<file path="config.mk">
export PLATFORM = sky130hd
export DESIGN_NAME = register_writeback
export DESIGN_NICKNAME = d
export VERILOG_FILES = /design/src/rtl/register_writeback.sv
export SDC_FILE = /design/constraint.sdc
export NUM_CORES = 1
export LEC_CHECK = 0
export BUFFER_PORTS_ARGS = -buffer_cell sky130_fd_sc_hd__buf_4
export CORE_AREA = 2 2 132 134
export DETAILED_ROUTE_END_ITERATION = 10
export DIE_AREA = 0 0 134 136
export GPL_TIMING_DRIVEN = 0
export HOLD_SLACK_MARGIN = 0.15
export PLACE_DENSITY = 0.74
export SYNTH_ARGS = -nofsm -noshare
export SYNTH_HDL_FRONTEND = slang
export SYNTH_SLANG_ARGS = --single-unit
</file>
<file path="constraint.sdc">
create_clock -name clk -period 3.85 [get_ports clk]
set_input_delay 0.77 -clock clk [delete_from_list [all_inputs] [get_ports clk]]
set_output_delay 0.77 -clock clk [all_outputs]
set_load 0.005 [all_outputs]
</file>
<file path="src/rtl/register_writeback.sv">
// register_writeback: 8-entry register file with a write-back front end.
// Accepts single-register writes or load-multiple writes (a destination
// bitmap filled one data word per cycle in ascending index order), offers
// two combinational read ports with same-cycle write bypass, and reports
// completion with a registered one-cycle done pulse.
module register_writeback #(
    parameter int DATA_W = 16,
    parameter int ADDR_W = 3
) (
    input  logic                    clk,
    input  logic                    resetn,
    input  logic                    flush,
    input  logic                    wb_valid,
    output logic                    wb_ready,
    input  logic                    wb_multi,
    input  logic [ADDR_W-1:0]       wb_rd,
    input  logic [DATA_W-1:0]       wb_data,
    input  logic [(2**ADDR_W)-1:0]  wb_mask,
    input  logic                    md_valid,
    output logic                    md_ready,
    input  logic [DATA_W-1:0]       md_data,
    input  logic [ADDR_W-1:0]       rd_addr_a,
    input  logic [ADDR_W-1:0]       rd_addr_b,
    output logic [DATA_W-1:0]       rd_data_a,
    output logic [DATA_W-1:0]       rd_data_b,
    output logic                    busy,
    output logic                    done
);

    localparam int NREG = 2**ADDR_W;

    typedef logic [NREG-1:0] mask_t;
    typedef enum logic {IDLE, MULTI} state_t;

    state_t              state;
    state_t              state_next;
    mask_t               pending;
    mask_t               pending_next;
    mask_t               pending_left;
    mask_t               target_onehot;
    logic [ADDR_W-1:0]   target;
    logic                accept;
    logic                md_fire;
    logic                done_next;
    logic                wr_en;
    logic [ADDR_W-1:0]   wr_addr;
    logic [DATA_W-1:0]   wr_data;
    logic [DATA_W-1:0]   regs [NREG];

    // Lowest set pending bit selects the next register of a load-multiple.
    always_comb begin
        target = '0;
        for (int i = NREG - 1; i >= 0; i--) begin
            if (pending[i]) begin
                target = ADDR_W'(i);
            end
        end
    end

    assign target_onehot = mask_t'(1) << target;
    assign pending_left  = pending & ~target_onehot;

    // Handshakes are withheld during flush so nothing is accepted in that cycle.
    assign wb_ready = (state == IDLE)  && !flush;
    assign md_ready = (state == MULTI) && !flush;
    assign busy     = (state == MULTI);
    assign accept   = wb_valid && wb_ready;
    assign md_fire  = md_valid && md_ready;

    // Select the single write port source; reset suppresses any commit so the
    // bypass never forwards a write that will not land.
    always_comb begin
        wr_en   = 1'b0;
        wr_addr = wb_rd;
        wr_data = wb_data;
        if (resetn) begin
            if (state == IDLE && accept && !wb_multi) begin
                wr_en = 1'b1;
            end else if (md_fire) begin
                wr_en   = 1'b1;
                wr_addr = target;
                wr_data = md_data;
            end
        end
    end

    // Next-state, pending mask and completion pulse; flush overrides everything.
    always_comb begin
        state_next   = state;
        pending_next = pending;
        done_next    = 1'b0;
        unique case (state)
            IDLE: begin
                if (accept) begin
                    if (wb_multi && (wb_mask != '0)) begin
                        state_next   = MULTI;
                        pending_next = wb_mask;
                    end else begin
                        done_next = 1'b1;
                    end
                end
            end
            MULTI: begin
                if (md_fire) begin
                    pending_next = pending_left;
                    if (pending_left == '0) begin
                        state_next = IDLE;
                        done_next  = 1'b1;
                    end
                end
            end
            default: begin
                state_next   = IDLE;
                pending_next = '0;
            end
        endcase
        if (flush) begin
            state_next   = IDLE;
            pending_next = '0;
            done_next    = 1'b0;
        end
    end

    // Control state: FSM, pending bitmap and the done pulse.
    always_ff @(posedge clk) begin
        if (!resetn) begin
            state   <= IDLE;
            pending <= '0;
            done    <= 1'b0;
        end else begin
            state   <= state_next;
            pending <= pending_next;
            done    <= done_next;
        end
    end

    // Register file: R[i] resets to i+1 except the top entry, which resets to 0.
    always_ff @(posedge clk) begin
        if (!resetn) begin
            for (int i = 0; i < NREG; i++) begin
                regs[i] <= (i == NREG - 1) ? '0 : DATA_W'(i + 1);
            end
        end else if (wr_en) begin
            regs[wr_addr] <= wr_data;
        end
    end

    // Read ports forward a write committing at the coming edge.
    always_comb begin
        rd_data_a = regs[rd_addr_a];
        rd_data_b = regs[rd_addr_b];
        if (wr_en && (wr_addr == rd_addr_a)) begin
            rd_data_a = wr_data;
        end
        if (wr_en && (wr_addr == rd_addr_b)) begin
            rd_data_b = wr_data;
        end
    end

endmodule

</file>
* Word-level counts from Yosys, hierarchy flattened
Memories as Yosys holds them, arrays and structs flattened. Cells that the tools add are included.
Operators by class: equal/unequal tests 5, shift operators 1, mux-type cells 40, bitwise operators 4, reduce and logical (&&, ||, !) cells 16
Operator list (number):
- $mux 16 | 6
- $mux 3 | 12
- $mux 8 | 3
- $mux 1 | 16
- $pmux 8 s2 | 1
- $reduce_or 16->1 | 1
- $logic_and 1x1->1 | 9
- $and 8x8->8 | 1
- $logic_not 8->1 | 1
- $not 8->8 | 1
- $reduce_bool 8->1 | 1
- $shl 1x3->8 const A | 1
- $eq 3x3->1 | 2
- $ne 2x1->1 const B | 2
- $pmux 1 s2 | 2
- $reduce_and 3->1 | 1
- $logic_not 1->1 | 2
- $ne 2x2->1 const B | 1
- $not 1->1 | 2
- $reduce_or 2->1 | 1
Storage, ports and cells: register bits 10, RAM bits 128, input bits 55, output and inout port bits 36, logic and storage cells 70, memories kept 1
Memories:
- regs | depth 8, bits a word 16, read ports 2, clocked after memory_dff 0, wr ports 8, RTL line 48 | logic [DATA_W-1:0] regs [NREG];

* Longest topological paths before layout
Gate-level depths: netlist of run 1.
depth after elaboration 15, depth in mapped cells 10, gate-level depth less buffers 6

* Worst setup path after synthesis of run 1
OpenSTA, ideal clock, no wires.
kind input port to output port, from input port resetn, to output port rd_data_a[10], arrival 2.424 ns, data required time 3.080 ns, slack 0.656 ns, cell stages on the path 9, buffers on the path 3, cells stage by stage buf_2 > nand4b_1 > buf_2 > a21oi_1 > a211oi_1 > a211oi_2 > o211ai_4 > buf_6 > mux2i_1
Between the ends: word-level cells in the longest chain between the ends 4, elaborated cells between the ends (all ways) 6, those cells by class eq/ne (1); mux (4); reduce/logical (1)
Ends and longest elaborated chain:
- start: declaration | RTL line 11 | input logic resetn,
- $mux 3 | RTL line 76 | if (resetn) begin
- $eq 3x3->1 | RTL line 152 | if (wr_en && (wr_addr == rd_addr_a)) begin
- $logic_and 1x1->1 | RTL line 152
- $mux 16 (*) | RTL line 152
- end: declaration | RTL line 24 | output logic [DATA_W-1:0] rd_data_a,
Every way passes the cells marked *; elsewhere a longest branch is shown, timed or not.

* Worst setup path after layout of run 1
from input port rd_addr_b[0], to output port rd_data_b[5]
Between the ends: word-level cells in the longest chain between the ends 3, elaborated cells between the ends (all ways) 4, those cells by class eq/ne (1); mux (1); reduce/logical (1); memory (1)
Ends and longest elaborated chain:
- start: declaration | RTL line 23 | input logic [ADDR_W-1:0] rd_addr_b,
- branches (longest 2 deep; another with $mem_v2 8x16)
- $mux 16 (*) | RTL line 155 | if (wr_en && (wr_addr == rd_addr_b)) begin
- end: declaration | RTL line 25 | output logic [DATA_W-1:0] rd_data_b,
Mark *: on every way between the ends.

==> impl_metrics.json, run 1 <==
{
  "status": "completed",
  "rsz0062_at_grt": "no",
  "first_iter_violations": 693,
  "dp_hpwl_um": 14980,
  "cts_buffers": 17,
  "cts_tree": "yes",
  "area_growth_pct": 21.55,
  "p_int_w": 0.002890,
  "drt_wl_total_um": 22380,
  "synth_area_per_cell_um2": 13.62,
  "antenna_cells": 0,
  "drive_gt1_frac": 0.3300,
  "fin_crit_sh": 0.9665,
  "cp-end-kind": "output port",
  "avgViaCountPerCell": 6.158,
  "p_sw_w": 0.0009367,
  "fin_cells": 919,
  "setup_violations": 0,
  "drc": 0,
  "cp.arrival_ns": 2.95,
  "syn_nets": 623,
  "gr-total-overflow": 0,
  "die_w_um": 134,
  "port_buffers": 84,
  "clk_path_buf_depth": 2,
  "slew_headroom": 0.1896,
  "antenna_found_initial": 0,
  "cp_max_fo": 10,
  "synth_top_area_frac": 0.4970,
  "synthCells": 568,
  "fin_hold_ws_ns": 0.5554,
  "finalPower_w": 0.003827,
  "pwr-share-seq": 0.451,
  "vdd_drop_max_mv": 0.3792,
  "combPwrFrac": 0.131,
  "grt_use_met3": 0.04810,
  "synth_area_leaders": "edfxtp_1 50%, mux4_2 19%, mux2i_1 10%, nor2_1 6.3%, dfxtp_1 2.6%",
  "path_class": "in -> out",
  "gr-max-usage-layer": "met2",
  "use_met2": 0.4271,
  "htreeDepth": 4,
  "dieArea_um2": 18220,
  "drtPass1Iterations": 7,
  "synth_warnings": 0,
  "drv_slew": 0,
  "fmax_ghz": 0.2687,
  "grt_pass1_wl_um": 32720,
  "dp.cells": 877,
  "wl_per_cell_um": 24.35,
  "die_h_um": 136,
  "utilization": 0.5570,
  "drv_cap": 0,
  "rows": 48,
  "startpoint_type": "primary input",
  "async_reset_ff_frac": 0,
  "nNetsFinal": 736,
  "synth_edf_count": 128,
  "fin_area_um2": 9400,
  "gp_congestion": 0.8425,
  "ctsHoldBuffers": 0,
  "hp-class": "reg -> reg",
  "ys.flop_type": "edfxtp_1",
  "grt_max_degree": 17,
  "insertion_delay_ns": 0.43,
  "io_pins": 91,
  "worstPathRequired_ns": 3.08,
  "ant_nets": 0,
  "met1_usage": 0.3034,
  "hold_viol": 0,
  "grt_pass1_vias": 5775,
  "vias": 5659,
  "seq_area_frac_synth": 0.5229,
  "pwr-share-clk": 0.419,
  "tightest_slew_ns": 1.182,
  "switching_share": 0.2448,
  "fin_skew_ns": 0.008002,
  "yosysTopAreaCell": "edfxtp_1",
  "placed_area_um2": 8646,
  "core_um2": 16880,
  "final.min_clock_period_ns": 3.721,
  "power_density_nw_per_um2": 407.1,
  "yosys.cell_types.count": 48,
  "synth_seq_cells": 138,
  "syn_area_um2": 7734,
  "clk_pin_slew_ns": 0.06,
  "grt_usage": 0.2476,
  "p_leak_nw": 3.643,
  "clock_sinks": 138,
  "initial_core_util": 0.4583,
  "root_buffer": "clkbuf_16"
}
final timing paths:
path              slack (ns)  cells past startpoint      endpoint         start
setup / recovery        0.13                      6  rd_data_b[5]  rd_addr_b[0]
hold / removal          0.56                      2    pending[3]    pending[3]
setup reg to reg        0.23                      7    regs[4][0]    pending[1]
hold reg to reg         0.56                      2    pending[3]    pending[3]
stage by stage:
stage          setup WS (ns)  TNS (ns)
6_report              0.1290         0
4_1_cts             -0.06239   -0.5142
2_1_floorplan         0.6563         0
3_5_place_dp         -0.5217    -35.77
5_1_grt              0.01273         0
3_3_place_gp         -0.4245    -30.52
area by class of cell:
| class | instances | area (um2) |
|---|---|---|
| multi-input combinational | 390 | 3603 |
| clock inverter | 13 | 146.4 |
| clock buffer | 19 | 432.9 |
| tap | 225 | 281.5 |
| buffer | 38 | 178.9 |
| timing repair buffer | 94 | 705.7 |
| inverter | 2 | 7.507 |
| sequential | 138 | 4044 |
| fill | 1346 | 7476 |
sequential cells by signal, summed over array words and instances (netlist names):
signal   count
regs       128
pending      8
done         1
busy         1
repair_timing:
item / 4_1_cts / 5_1_grt
buffers inserted: 0 / 10
pin swaps: 0 / 3
gates resized for setup: 11 / 12
endpoints found under the setup margin: 42 / 43
cells by family after synthesis:
family,Yosys count,synth area share
AOI/OAI and AO/OA,46,0.05064
xor gates and xnor gates,4,0.004531
adders and majority gates,1,0.001294
buffers and inverters,40,0.02362
DFF,138,0.5229
muxes,144,0.2899
and+or+nand+nor,195,0.1071
power by group through the flow:
stage	registers, W	clock network (W)	logic [W]
after floorplan	0.00174	0	0.000284
after global placement	0.00174	0	0.000471
after detailed placement	0.00175	0	0.000482
after CTS	0.00172	0.00160	0.000490
after global routing	0.00173	0.00167	0.000526
final	0.00172	0.00160	0.000501
cell usage in the layout (no fill, tap or decap), drive strengths merged, types with 2 or more instances in the layout:
master / n
nor2: 130
edfxtp: 128
buf: 114
mux2i: 80
mux4: 64
clkbuf: 37
nand2: 31
dfxtp: 10
a21oi: 9
a21o: 8
a22oi: 8
nand3: 6
nor3: 6
nand2b: 5
clkinvlp: 5
clkinv: 4
inv: 4
a211oi: 4
nor2b: 3
o31a: 3
o211ai: 3
xor2: 2
o311ai: 2
o31ai: 2
xnor2: 2
and2: 2
nor4: 2
bufinv: 2
or2: 2
nor3b: 2
worst max-delay path: stages:
cell	delay, ns
clkbuf_1	0.48
buf_2	0.51
mux4_2	0.60
mux2i_1	0.24
mux2i_1	0.13
buf_4	0.20
cells in the mapped netlist, drive strengths merged (3+ instances only):
master  count
a211oi      4
nor2      130
buf        21
a22oi       8
o31a        3
edfxtp    128
a21oi       9
nor2b       3
nor3        6
nand2      31
mux2i      80
nand2b      5
a21o        8
o211ai      3
mux4       64
clkbuf     17
nand3       6
dfxtp      10
metal layers:
| layer | part of all wire | up-vias |
|---|---|---|
| met5 | 0 | - |
| met4 | 0.029 | 0 |
| met3 | 0.073 | 42 |
| met2 | 0.52 | 333 |
| met1 | 0.37 | 2859 |
| li1 | - | 2425 |
(Power assumes the default switching activity.)
==> run 2: changes to the inputs <==
Settings changed: MAX_ROUTING_LAYER set to met4.
==> impl_metrics.json, run 2 (synthesis results as in run 1) <==
{
  "cp_common_cell": "buf_4",
  "core_um2": 16880,
  "hold_viol": 0,
  "cp-end-kind": "output port",
  "area_growth_pct": 20.64,
  "grt_pass1_wl_um": 32710,
  "slowest_delay_ns": 0.72,
  "clk_pin_slew_ns": 0.06,
  "htreeDepth": 4,
  "most-common-layout-cells": "130 x nor2_1, 128 x edfxtp_1, 86 x buf_4",
  "nFillCells": 1354,
  "crit_chain": "buf_4 -> and4b_1 -> clkbuf_4 -> clkdlybuf4s15_2 -> mux2i_2 -> mux2i_1 -> buf_4",
  "drive_gt1_frac": 0.3222,
  "grt_usage": 0.2544,
  "path_class": "in -> out",
  "clk_path_buf_depth": 2,
  "insertion_delay_ns": 0.43,
  "p_leak_nw": 3.628,
  "critPathBufInv": 4,
  "startpoint_type": "primary input",
  "fmax_ghz": 0.2540,
  "antenna_found_initial": 0,
  "cp_top_family": "buffers and inverters",
  "worstPathRequired_ns": 3.08,
  "fin_crit_sh": 1.023,
  "port_buffers": 84,
  "cts_tree": "yes",
  "final.min_clock_period_ns": 3.937,
  "utilization": 0.5529,
  "antenna_cells": 0,
  "vias": 5692,
  "final_common_cell": "nor2_1",
  "drv_slew": 0,
  "slew_headroom": 0.1996,
  "ant_nets": 0,
  "cp_max_fo": 10,
  "power_density_nw_per_um2": 409.9,
  "root_buffer": "clkbuf_16",
  "dieArea_um2": 18220,
  "clock_sinks": 138,
  "drc": 0,
  "failed_checks": "negative setup slack",
  "grt_max_degree": 17,
  "avgViaCountPerCell": 6.248,
  "largest_register_ffs": 128,
  "drtPass1Iterations": 7,
  "first_iter_violations": 645,
  "dp.cells": 877,
  "cts_buffers": 17,
  "ctsHoldBuffers": 0,
  "gp_congestion": 0.8556,
  "fin_cells": 911,
  "io_pins": 91,
  "reg_top3": "regs: 128 flops, pending: 8 flops",
  "cp.arrival_ns": 3.17,
  "rows": 48,
  "hp-class": "reg -> reg",
  "die_h_um": 136,
  "setup_tns_ns": -0.2203,
  "setup_violations": 6,
  "regMostFlops": "regs",
  "vdd_drop_max_mv": 0.3818,
  "drt_wl_total_um": 22430,
  "initial_core_util": 0.4583,
  "timing.final.ws_setup_ns": -0.08682,
  "drv_cap": 0,
  "grt_pass1_vias": 5773,
  "fin_skew_ns": 0.006328,
  "die_w_um": 134,
  "cp_slowest_cell": "mux2i_2",
  "nNetsFinal": 728,
  "tightest_slew_ns": 1.167,
  "rsz0062_at_grt": "yes",
  "dp_hpwl_um": 14980,
  "status": "complete, but fails checks",
  "wl_per_cell_um": 24.62,
  "gr-total-overflow": 0
}
==> run 2: cell types whose count changed in the layout (fill, tap and decap cells not counted), moves of 2 or more <==
cell     before  now
buf_4        94   86
buf_2        14   12
mux2i_4       6    2
mux2i_2       4    8
==> run 2: per-stage QoR <==
| step | power (W) | hold WS, ns | instance area [um2] | setup slack [ns] |
|---|---|---|---|---|
| 3_5_place_dp | 0.002235 | 0.5409 | 8646 | -0.5217 |
| 4_1_cts | 0.003818 | 0.5500 | 9270 | -0.06239 |
| 5_1_grt | 0.003921 | 0.6086 | 9330 | -0.1460 |
| 6_report | 0.003825 | 0.5591 | 9330 | -0.08682 |
| 3_3_place_gp | 0.002214 | 0.5399 | 8646 | -0.4245 |
| 2_1_floorplan | 0.002023 | 0.5103 | 7734 | 0.6563 |
==> run 2: per-layer routing <==
layer / vias up / GRT usage / share of wire
li1: 2408 / - / -
met1: 2829 / 0.3004 / 0.37
met2: 387 / 0.4288 / 0.51
met3: 68 / 0.04623 / 0.083
met4: 0 / 0.1135 / 0.037
met5: - / - / 0
==> run 2: area by class of cell <==
| cell class | count | area (um2) | share of cell area |
|---|---|---|---|
| tap | 225 | 281.5 | 0.03017 |
| clock buffer | 19 | 432.9 | 0.04640 |
| multi-input combinational | 390 | 3585 | 0.3842 |
| timing repair buffer | 86 | 645.6 | 0.06920 |
| sequential | 138 | 4044 | 0.4334 |
| buffer | 38 | 187.7 | 0.02012 |
| clock inverter | 13 | 146.4 | 0.01569 |
| inverter | 2 | 7.507 | 0.0008046 |
==> run 2: timing repair <==
action	4_1_cts	5_1_grt
pin swaps	0	1
buffers inserted	0	2
resized for setup	11	9
endpoints found under the setup margin	42	41
==> run 2: power breakdown <==
| group | switching [W] | internal [W] |
|---|---|---|
| logic | 0.000260 | 0.000238 |
| registers | 0.0000311 | 0.00169 |
| clock network | 0.000646 | 0.000957 |
| total | 0.000937 | 0.00289 |
==> run 2: worst paths after layout <==
kind | slack (ns) | from | depth (start not counted) | endpoint
setup / recovery | -0.09 | flush | 7 | rd_data_a[8]
hold / removal | 0.56 | pending[3] | 2 | pending[3]
setup reg to reg | 0.24 | pending[1] | 7 | regs[4][0]
hold reg to reg | 0.56 | pending[3] | 2 | pending[3]
==> run 2: worst register-to-register path, delay by kind of cell, from the launching register on <==
family,cells,cell delay [ns]
and+or+nand+nor,4,2.00
AOI/OAI and AO/OA,2,0.46
buffers and inverters,1,0.38
DFF,1,0.37
